$ cat config.mk
export PLATFORM = sky130hd
export DESIGN_NAME = seq_bit_serializer
export DESIGN_NICKNAME = d
export VERILOG_FILES = /design/src/rtl/seq_bit_serializer.sv
export SDC_FILE = /design/constraint.sdc
export NUM_CORES = 1
export LEC_CHECK = 0
export ABC_AREA = 1
export CAP_MARGIN = 25
export CORE_MARGIN = 2
export CORE_UTILIZATION = 57
export DETAILED_ROUTE_END_ITERATION = 8
export GPL_TIMING_DRIVEN = 1
export PLACE_DENSITY = 0.77
export SYNTH_ARGS = -nofsm -noshare
export SYNTH_HDL_FRONTEND = slang
export SYNTH_SLANG_ARGS = --single-unit
$ cat constraint.sdc
create_clock -name clk -period 5.1 [get_ports clk]
set_input_delay 1.02 -clock clk [delete_from_list [all_inputs] [get_ports clk]]
set_output_delay 1.02 -clock clk [all_outputs]
set_load 0.005 [all_outputs]
$ cat src/rtl/seq_bit_serializer.sv
// Parallel-to-serial feeder: words arrive over valid/ready, queue in a small FIFO and
// leave one bit per clock on ser_out. Macro SER_LSB_FIRST_EN selects LSB-first order.
module seq_bit_serializer #(
    parameter int WIDTH = 8,
    parameter int DEPTH = 4
) (
    input  logic                   clk,
    input  logic                   rst,
    input  logic [WIDTH-1:0]       din,
    input  logic                   din_valid,
    output logic                   din_ready,
    output logic                   ser_out,
    output logic                   ser_active,
    output logic [$clog2(DEPTH):0] fifo_level
);
    localparam int AW = $clog2(DEPTH);
    localparam int LW = AW + 1;
    localparam int CW = $clog2(WIDTH);
    localparam logic [CW-1:0] LAST_BIT   = CW'(WIDTH - 1);
    localparam logic [LW-1:0] FULL_LEVEL = LW'(DEPTH);

    typedef enum logic {
        IDLE  = 1'b0,
        SHIFT = 1'b1
    } state_t;

    state_t           state_q, state_d;
    logic [WIDTH-1:0] mem_q [DEPTH];
    logic [WIDTH-1:0] mem_d [DEPTH];
    logic [AW-1:0]    wr_ptr_q, wr_ptr_d;
    logic [AW-1:0]    rd_ptr_q, rd_ptr_d;
    logic [LW-1:0]    level_q, level_d;
    logic [WIDTH-1:0] shifter_q, shifter_d;
    logic [CW-1:0]    bit_cnt_q, bit_cnt_d;

    logic full, empty, push, pop;

    // Handshake: a word is taken on any edge where din_valid && din_ready; din_ready
    // comes only from the registered level, so it never depends on din_valid.
    assign full  = (level_q == FULL_LEVEL);
    assign empty = (level_q == '0);
    assign push  = din_valid && !full;
    // Level is the pre-edge value, so a word pushed while idle is popped one edge later.
    assign pop   = !empty && ((state_q == IDLE) || (bit_cnt_q == LAST_BIT));

    always_comb begin
        mem_d     = mem_q;
        wr_ptr_d  = wr_ptr_q;
        rd_ptr_d  = rd_ptr_q;
        level_d   = level_q;
        state_d   = state_q;
        shifter_d = shifter_q;
        bit_cnt_d = bit_cnt_q;

        if (push) begin
            mem_d[wr_ptr_q] = din;
            wr_ptr_d        = wr_ptr_q + AW'(1);
        end
        if (pop) begin
            rd_ptr_d = rd_ptr_q + AW'(1);
        end
        case ({push, pop})
            2'b10:   level_d = level_q + LW'(1);
            2'b01:   level_d = level_q - LW'(1);
            default: level_d = level_q;
        endcase

        case (state_q)
            IDLE: begin
                if (pop) begin
                    state_d   = SHIFT;
                    shifter_d = mem_q[rd_ptr_q];
                    bit_cnt_d = '0;
                end
            end
            SHIFT: begin
                if (bit_cnt_q != LAST_BIT) begin
`ifdef SER_LSB_FIRST_EN
                    shifter_d = {1'b0, shifter_q[WIDTH-1:1]};
`else
                    shifter_d = {shifter_q[WIDTH-2:0], 1'b0};
`endif
                    bit_cnt_d = bit_cnt_q + CW'(1);
                end else if (pop) begin
                    shifter_d = mem_q[rd_ptr_q];
                    bit_cnt_d = '0;
                end else begin
                    // Clearing the shifter keeps the line at 0 while idle.
                    state_d   = IDLE;
                    shifter_d = '0;
                    bit_cnt_d = '0;
                end
            end
            default: state_d = IDLE;
        endcase
    end

    always_ff @(posedge clk or posedge rst) begin
        if (rst) begin
            state_q   <= IDLE;
            wr_ptr_q  <= '0;
            rd_ptr_q  <= '0;
            level_q   <= '0;
            shifter_q <= '0;
            bit_cnt_q <= '0;
            for (int i = 0; i < DEPTH; i++) begin
                mem_q[i] <= '0;
            end
        end else begin
            state_q   <= state_d;
            wr_ptr_q  <= wr_ptr_d;
            rd_ptr_q  <= rd_ptr_d;
            level_q   <= level_d;
            shifter_q <= shifter_d;
            bit_cnt_q <= bit_cnt_d;
            mem_q     <= mem_d;
        end
    end

    assign din_ready  = !full;
    assign ser_active = (state_q == SHIFT);
    assign fifo_level = level_q;
`ifdef SER_LSB_FIRST_EN
    assign ser_out = shifter_q[0];
`else
    assign ser_out = shifter_q[WIDTH-1];
`endif

endmodule
Yosys cells after proc, flatten, opt, wreduce, memory -nomap -nowiden
Index checks and enable logic that the tools add are counted.
- input bits: 11
- output and inout port bits: 6
- word-level logic and storage cells: 52
- register bits after elaboration: 51
- add/subtract/negate cells: 5
- bitwise logic cells: 3
- reduce and logical (&&, ||, !) cells: 8
- equal/unequal tests: 6
- $lt $le $gt $ge: 3
- mux-type cells: 17
- operators with widths (cell ; count):
    $mux W8 ; 6
    $bwmux W32 ; 1
    $bmux W8 S2 ; 1
    $demux W8 S2 ; 1
    $pmux W8 S2 ; 1
    $pmux W3 S2 ; 2
    $add A3 B1 Y3 const B ; 2
    $eq A3 B3 Y1 const B ; 2
    $ge A3 B3 Y1 const B ; 2
    $mux W3 ; 2
    $not A2 Y3 ; 2
    $add A2 B1 Y2 const B ; 2
    $logic_and A1 B1 Y1 ; 3
    $logic_not A3 Y1 ; 1
    $lt A3 B1 Y1 const B ; 1
    $ne A3 B3 Y1 const B ; 1
    $sub A3 B1 Y3 const B ; 1
    $eq A2 B1 Y1 const B ; 1
    $eq A2 B2 Y1 const B ; 1
    $logic_not A1 Y1 ; 2
    $mux W1 ; 2
    $ne A2 B2 Y1 const B ; 1
    $pmux W1 S2 ; 1
    $reduce_bool A2 Y1 ; 1
    2 further kinds ; 2

Depth between registers and ports, before layout
- word-level depth: 7
- gate-level depth with buffers: 11
- mapped depth without buffers: 11

Worst setup path before layout
Ideal clock, no wire load.
- kind: input -> register
- from: in din_valid
- to: reg level_q[2], in the netlist fifo_level[2]
- setup slack: 2853 ps
- setup time: 123 ps
- data required time: 4977 ps
- buffers on the path: 1
- data arrival time: 2124 ps
- stages on the path: 8
- cell sequence: buf_4 nand2_4 ha_1 inv_1 fa_1 nand2_1 nand3b_1 xor2_1
- longest elaborated chain between the ends: 3
- elaborated cells on any way between the ends: 5
- classes of those cells: eq/ne (2); mux (1); reduce/logical (2)
- ends and longest elaborated chain (item ; line ; source):
    from (decl) ; 10 ; input logic din_valid,
    $logic_and A1 B1 Y1 (*) ; 42 ; assign push = din_valid && !full;
    $eq A2 B1 Y1 or $eq A2 B2 Y1 (tied branches) ; 62 ; case ({push, pop})
    $pmux W3 S2 or $reduce_bool A2 Y1 (tied branches) ; n/a ;
    to (signal assigned) ; 113 ; level_q <= level_d;
    to (decl) ; 32 ; logic [LW-1:0] level_q, level_d;
Every way passes the cells marked *; elsewhere a longest branch is shown, timed or not.
A chain may end at the register's enable or synchronous reset.

Worst setup path after layout
- from: reg level_q[0], in the netlist fifo_level[0]
- to: out din_ready
- longest elaborated chain between the ends: 2
- ends and longest elaborated chain (item ; line ; source):
    $eq A3 B3 Y1 ; 40 ; assign full = (level_q == FULL_LEVEL);
    $logic_not A1 Y1 ; 120 ; assign din_ready = !full;
    to (decl) ; 11 ; output logic din_ready,
Every way passes these cells.

==> flow_metrics.env <==
export IMPL_floorplan_initialDensity_pct=58.7
export IMPL_cp_start_kind="register"
export IMPL_pin_count=17
export IMPL_yosysSeqAreaShare_pct=46.0
export IMPL_final_cell_mix="nand2_1, dfrtp_1, inv_1, nand4_1, nand3_1"
export IMPL_yosysUniqueCellTypes=24
export IMPL_critical_path_class="register to output port"
export IMPL_syn_instance_count=350
export IMPL_syn_nets=369
export IMPL_synth_enable_flop_cells=0
export IMPL_hold_class="register to register"
export IMPL_htree_num_levels=2
export IMPL_rsz0062_at_grt="no"
export IMPL_fin_tns_setup_ns=0
export IMPL_endpoint="din_ready"
export IMPL_cp_data_required_time_ns=4.08
export IMPL_post_cts_setup_buffers=0
export IMPL_final_setup_skew_ns=0.00329
export IMPL_worst_slew_pin_transition_ns=0.738
export IMPL_yosysTopAreaCell="dfrtp_1"
export IMPL_syn_area_sq_um=2770
export IMPL_grt_pass1_vias=2043
export IMPL_reg2reg_to="fifo_level[2]"
export IMPL_period_needed_ns=3.40
export IMPL_die_w_um=73.8
export IMPL_clock_sinks=51
export IMPL_grt_max_degree=40
export IMPL_crit_path_max_fanout=39
export IMPL_grtUsageTotal_pct=23.1
export IMPL_area_growth_pct=8.03
export IMPL_routabilityCongestion=0.827
export IMPL_power_density_nw_per_um2=585
export IMPL_cts_hold_repair_buffers=0
export IMPL_drtIter0Drc=174
export IMPL_yosys_top_cells_area="dfrtp_1, nand2_1, nand4_1"
export IMPL_rr_worst_depth=9
export IMPL_arrival_ns=2.38
export IMPL_grt_pass1_wl_um=9640
export IMPL_drc=0
export IMPL_critical_path_startpoint="fifo_level[0]"
export IMPL_clock_fmax_ghz=0.294
export IMPL_clock_tree_root_cell="clkbuf_8"
export IMPL_drt_wl_total_um=5490
export IMPL_end_kind="output port"
export IMPL_hold_violations=0
export IMPL_post_route_util_pct=63.4
export IMPL_num_vias=2139
export IMPL_rows=25
export IMPL_fp_dieH_um=73.8
export IMPL_num_nets_final=375
export IMPL_ant_nets=0
export IMPL_irDropWorstVdd_mv=0.278
export IMPL_synth_ff_type="dfrtp_1"
export IMPL_fp_coreArea_sq_um=4720
export IMPL_finalCritPeriodShare_pct=66.8
export IMPL_io_buffers=16
export IMPL_synth_seq_cells=51
export IMPL_final_common_cell="nand2_1"
export IMPL_slew_viol_final=0
export IMPL_cts_inserted_buffers=5
export IMPL_clkSlewWorstSetupHoldPaths_ns=0.09
export IMPL_die_area_sq_um=5440
export IMPL_r2r_start="fifo_level[0]"
export IMPL_antenna_found_initial=0
export IMPL_outcome="finished clean"
export IMPL_finalSetupViolations=0
export IMPL_clk_latency_ns=0.30
export IMPL_n_antenna_cell=0
export IMPL_leakagePower_nw=1.61
export IMPL_drv_cap=0
export IMPL_routedWlPerCell_um=13.0
export IMPL_viasPerCell=5.06
export IMPL_netlist_area_leader_share_pct=46.0
export IMPL_clockBufferDepth=2
export IMPL_r2r_slack_ns=2.29
export IMPL_syn_area_per_cell_sq_um=7.93
export IMPL_async_reset_ff_share_pct=100
export IMPL_drive_gt1_share_pct=6.18
export IMPL_grt_overflow_total=0
export IMPL_cts_tree="yes"
export IMPL_drtPass1Iterations=4
export IMPL_hpwl_um=3840
export IMPL_max_slew_margin_pct=50.6
export IMPL_ys_warn_count=0
export IMPL_ctsResizeCount=0
## routing by layer
layer  track usage, %  up-vias  routed length [um]
li1                 -     1119                   -
met1             33.3      962                2570
met2             36.2       52                2600
met3             4.12        6                 259
met4             5.45        0                  53
met5                0        -                   0
## where the power goes
part           leakage [nW]  internal (W)  switching [W]
Clock                0.0470      0.000107       0.000129
Combinational         0.930      0.000299       0.000500
Sequential            0.637      0.000584       0.000135
Total                  1.61      0.000990       0.000765
## worst min-delay path by stage
stage	start	endpoint	slack, ns	depth (start not counted)
2_1_floorplan	mem_q[10]	mem_q[10]	0.44	2
6_report	mem_q[16]	mem_q[16]	0.48	2
3_5_place_dp	mem_q[21]	mem_q[21]	0.46	2
3_3_place_gp	mem_q[21]	mem_q[21]	0.45	2
5_1_grt	mem_q[8]	mem_q[8]	0.50	2
4_1_cts	mem_q[0]	mem_q[0]	0.48	2
## critical path: stages (launching register included)
cell and delay [ns]:
dfrtp_1 0.43, nor2_2 0.45, nand2_2 0.58, clkdlybuf4s50_1 0.61
## final cells by class
cell class,instances,area [sq um]
Timing Repair Buffer,18,188
Inverter,47,176
Tap cell,67,83.8
Fill cell,424,1730
Sequential cell,51,1280
Multi-Input combinational cell,233,1180
Clock buffer,6,82.6
Clock inverter,1,5.00
## cells by family after synthesis
group	Yosys count	synth area share, %
adders and majority gates	8	3.88
xor gates and xnor gates	5	1.58
DFF	51	46.0
and+or+nand+nor	217	36.3
buffers and inverters	66	11.3
AOI/OAI and AO/OA	3	0.947
## stage by stage
step,cells,area (sq um),hold WS (ns),setup WS [ns],total power (W)
floorplan,350,2770,0.442,2.85,0.00136
global placement,415,2890,0.455,2.08,0.00149
detailed placement,416,2910,0.459,2.01,0.00153
CTS,423,3000,0.480,1.67,0.00177
global route,423,3000,0.496,1.51,0.00193
finish,423,3000,0.477,1.70,0.00175
## flip-flops by register name, summed over array words and instances, names as in the netlist
| register | flops |
|---|---|
| mem_q | 32 |
| shifter_q | 8 |
| bit_cnt_q | 3 |
| fifo_level | 3 |
| rd_ptr_q | 2 |
| wr_ptr_q | 2 |
| ser_active | 1 |
## synthesized netlist by cell type, types with 2 or more instances
master and count:
buf_1 2, buf_2 6, buf_4 5, buf_6 5, dfrtp_1 51, ha_1 7
inv_1 44, inv_2 3, nand2_1 143, nand2_2 2, nand2_4 2, nand3_1 25
nand3_4 2, nand4_1 39, o21ai_0 2, xnor2_1 2, xor2_1 3
No activity file was read; power rests on OpenSTA's default activity.
==> patch (config.mk and constraints unchanged) <==
The parameter `WIDTH` goes from 8 to 16.
--- a/src/rtl/seq_bit_serializer.sv
+++ b/src/rtl/seq_bit_serializer.sv
@@ -1,7 +1,7 @@
 // Parallel-to-serial feeder: words arrive over valid/ready, queue in a small FIFO and
 // leave one bit per clock on ser_out. Macro SER_LSB_FIRST_EN selects LSB-first order.
 module seq_bit_serializer #(
-    parameter int WIDTH = 8,
+    parameter int WIDTH = 16,
     parameter int DEPTH = 4
 ) (
     input  logic                   clk,
Interface: changed (resized din); port bits go from 17 to 25. No check against the original RTL was run, so the function may have changed too.
==> patch against the original RTL <==
Combinational power up 78%. Total power up 78%. Cell count increased by 83%. Sequential cell count increased by 41. Synthesized cell count increased by 91%. Final area rose by 77%. Area after synthesis is 77% higher. Count of clock-buffer cells in the layout grew 4. Routed wire length rose by 110%. First-iteration DRC count rose by 84%. Critical endpoint unchanged. Worst setup slack improved by 0.053 ns. Critical path type unchanged.
==> patch: results (changes against the original RTL) <==
Run status
  • Status: finished clean

Layout
  • Number of diodes: 0 (unchanged)
  • Largest regs: mem_q (64), shifter_q (16), bit_cnt_q (4)
  • Max FFs per register: 64 (+100%)
  • Layout cells sized above 1: 4.49% (-1.7 points)

Clock tree
  • Htree depth: 3 (+1)
  • Clk buf depth: 2 (unchanged)
  • CTS root buf: clkbuf_8
  • CTS Buf Count: 9 (+4)
  • Clk_lat worst skew: 0.36 ns (+0.06 ns)
  • Post-CTS Resized: 0 (unchanged)
  • Setup bufs post-CTS: 0 (unchanged)
  • Clk pin slew, worst setup/hold paths: 0.09 ns (about the same)

Placement
  • HPWL after DPL: 6870 um (+79%)
  • Buffers added on ports: 24 (+8)
  • Placer Congestion: 0.808 (-2.3%)
  • Pre-CTS setup slack: 2.18 ns (+0.169 ns)

Logic synthesis
  • Sequential share of the synthesized area: 46.9% (+0.88 points)
  • Post-synthesis mux area share: 0% (unchanged)
  • Synth cell types: 22 (-8.3%)
  • Synth async-reset ratio: 100% (unchanged)
  • Post-synth top cells: 283 x nand2_1, 92 x dfrtp_1, 89 x inv_1, 79 x nand4_1, 50 x nand3_1
  • Ranking of synthesized cells by area: dfrtp_1 47%, nand2_1 22%, nand4_1 10%
  • Top_reg_cell synth: dfrtp_1
  • Net Count, Synth: 693 (+88%)
  • Post-Synth XOR/XNOR Area: 0.714% (-0.87 points)
  • Synth Area in Adders: 1.94% (-1.9 points)
  • Yosys warnings: 0 (unchanged)
  • Complex-gate fraction of the synthesized area: 0.510% (-0.44 points)

GRT
  • All-Layer GR Usage: 24.9% (+1.8 points)
  • First-pass GRT wire length: 18900 um (+96%)
  • Largest net degree at the start of global routing: 72 (+80%)
  • Initial antenna violation count: 0 (unchanged)
  • Via count of the first global-routing pass: 3835 (+88%)

Detailed routing
  • Via density: 5.46 (+8.0%)
  • DR iter-0 viols: 320 (+84%)
  • Total Wirelength: 11400 um (+110%)
  • DRT Pass-1 Iters: 5 (+1)
  • Antenna violation net count after detailed routing: 0 (unchanged)

Pwr
  • Worst VDD drop: 255 uV (-8.2%)
  • Switching share of total power: 45.3% (+1.7 points)
  • Pleak: 2.94 nW (+82%)

Timing
  • Minimum hold slack: 0.473 ns (-0.00323 ns)
  • Layout Skew: 0.0105 ns (+0.00721 ns)
  • Final setup margin: 1.75 ns (+0.0526 ns)
  • Worst Max-Slew Pin Slew: 0.901 ns (+0.163 ns)

Setup path
  • R2R setup slack: 2.29 ns (about the same)
  • Crit path max fanout: 71 (+82%)
  • Worst path arrival time: 2.33 ns (-0.05 ns)
  • Critical Path Slowest Stage Cell: clkdlybuf4s50_1
  • Reg-to-reg startpoint: fifo_level[0]
  • CP peak stage delay: 0.61 ns (about the same)
  • Worst setup path startpoint: fifo_level[0]

Hold path
  • Worst hold path type: flip-flop to flip-flop
  • Hold Path Origin: mem_q[63]

Floorplanning
  • Initial Util: 59.2% (+0.43 points)
[patch: changes by cell type after synthesis, moves of 3 or more]
cell / change
buf_2: +16
dfrtp_1: +41
clkbuf_1: +16
nor2_1: +4
inv_1: +45
buf_4: -3
nand3_1: +25
o21ai_0: +3
buf_6: -4
nand2_1: +140
nand3_2: +4
nand4_1: +40
[patch: critical path, delay by kind of cell (launching register included)]
kind | cells | cell delay, ns
DFF | 1 | 0.46
and+or+nand+nor | 2 | 0.87
buffers and inverters | 1 | 0.61
[patch: layer usage]
layer / share of wire, % / GRT usage [%]
met1: 46 / 35.3
met2: 47 / 40.2
met3: 5.9 / 3.47
met4: 1.5 / 7.37
met5: 0 / 0
[patch: path summary, 6_finish.rpt]
| check | endpoint | cells after the start |
|---|---|---|
| hold / removal | mem_q[63] | 2 |
| hold reg to reg | mem_q[63] | 2 |
| min in group asynchronous | fifo_level[2] | 2 |
| max in group asynchronous | mem_q[47] | 4 |
| setup reg to reg | fifo_level[2] | 10 |
| setup / recovery | din_ready | 3 |
[patch: cell type report]
cell class,instances,area [sq um]
Fill cell,730,2980
Tap cell,105,131
Timing Repair Buffer,29,313
Clock inverter,6,41.3
Inverter,91,343
Sequential cell,92,2300
Multi-Input combinational cell,440,2060
Clock buffer,10,128
[patch: cells by family after synthesis]
kind of cell               count (synthesis)
and+or+nand+nor                          424
buffers and inverters                    135
DFF                                       92
adders and majority gates                  7
AOI/OAI and AO/OA                          5
xor gates and xnor gates                   4
[patch: through the flow]
step / area [sq um] / power (mW) / utilization [%] / std cells
finish: 5320 / 3.12 / 64.1 / 773
global route: 5320 / 3.40 / 64.1 / 773
CTS: 5290 / 3.11 / 63.7 / 772
detailed placement: 5120 / 2.68 / 61.7 / 756
global placement: 5090 / 2.61 / 61.4 / 755
floorplan: 4910 / 2.29 / - / 667
[patch: power groups by stage]
stage / clock, mW / sequential [mW] / combinational, mW
floorplan: 0 / 1.20 / 1.09
global placement: 0 / 1.26 / 1.35
detailed placement: 0 / 1.27 / 1.41
CTS: 0.443 / 1.26 / 1.41
global route: 0.470 / 1.30 / 1.62
finish: 0.438 / 1.26 / 1.42
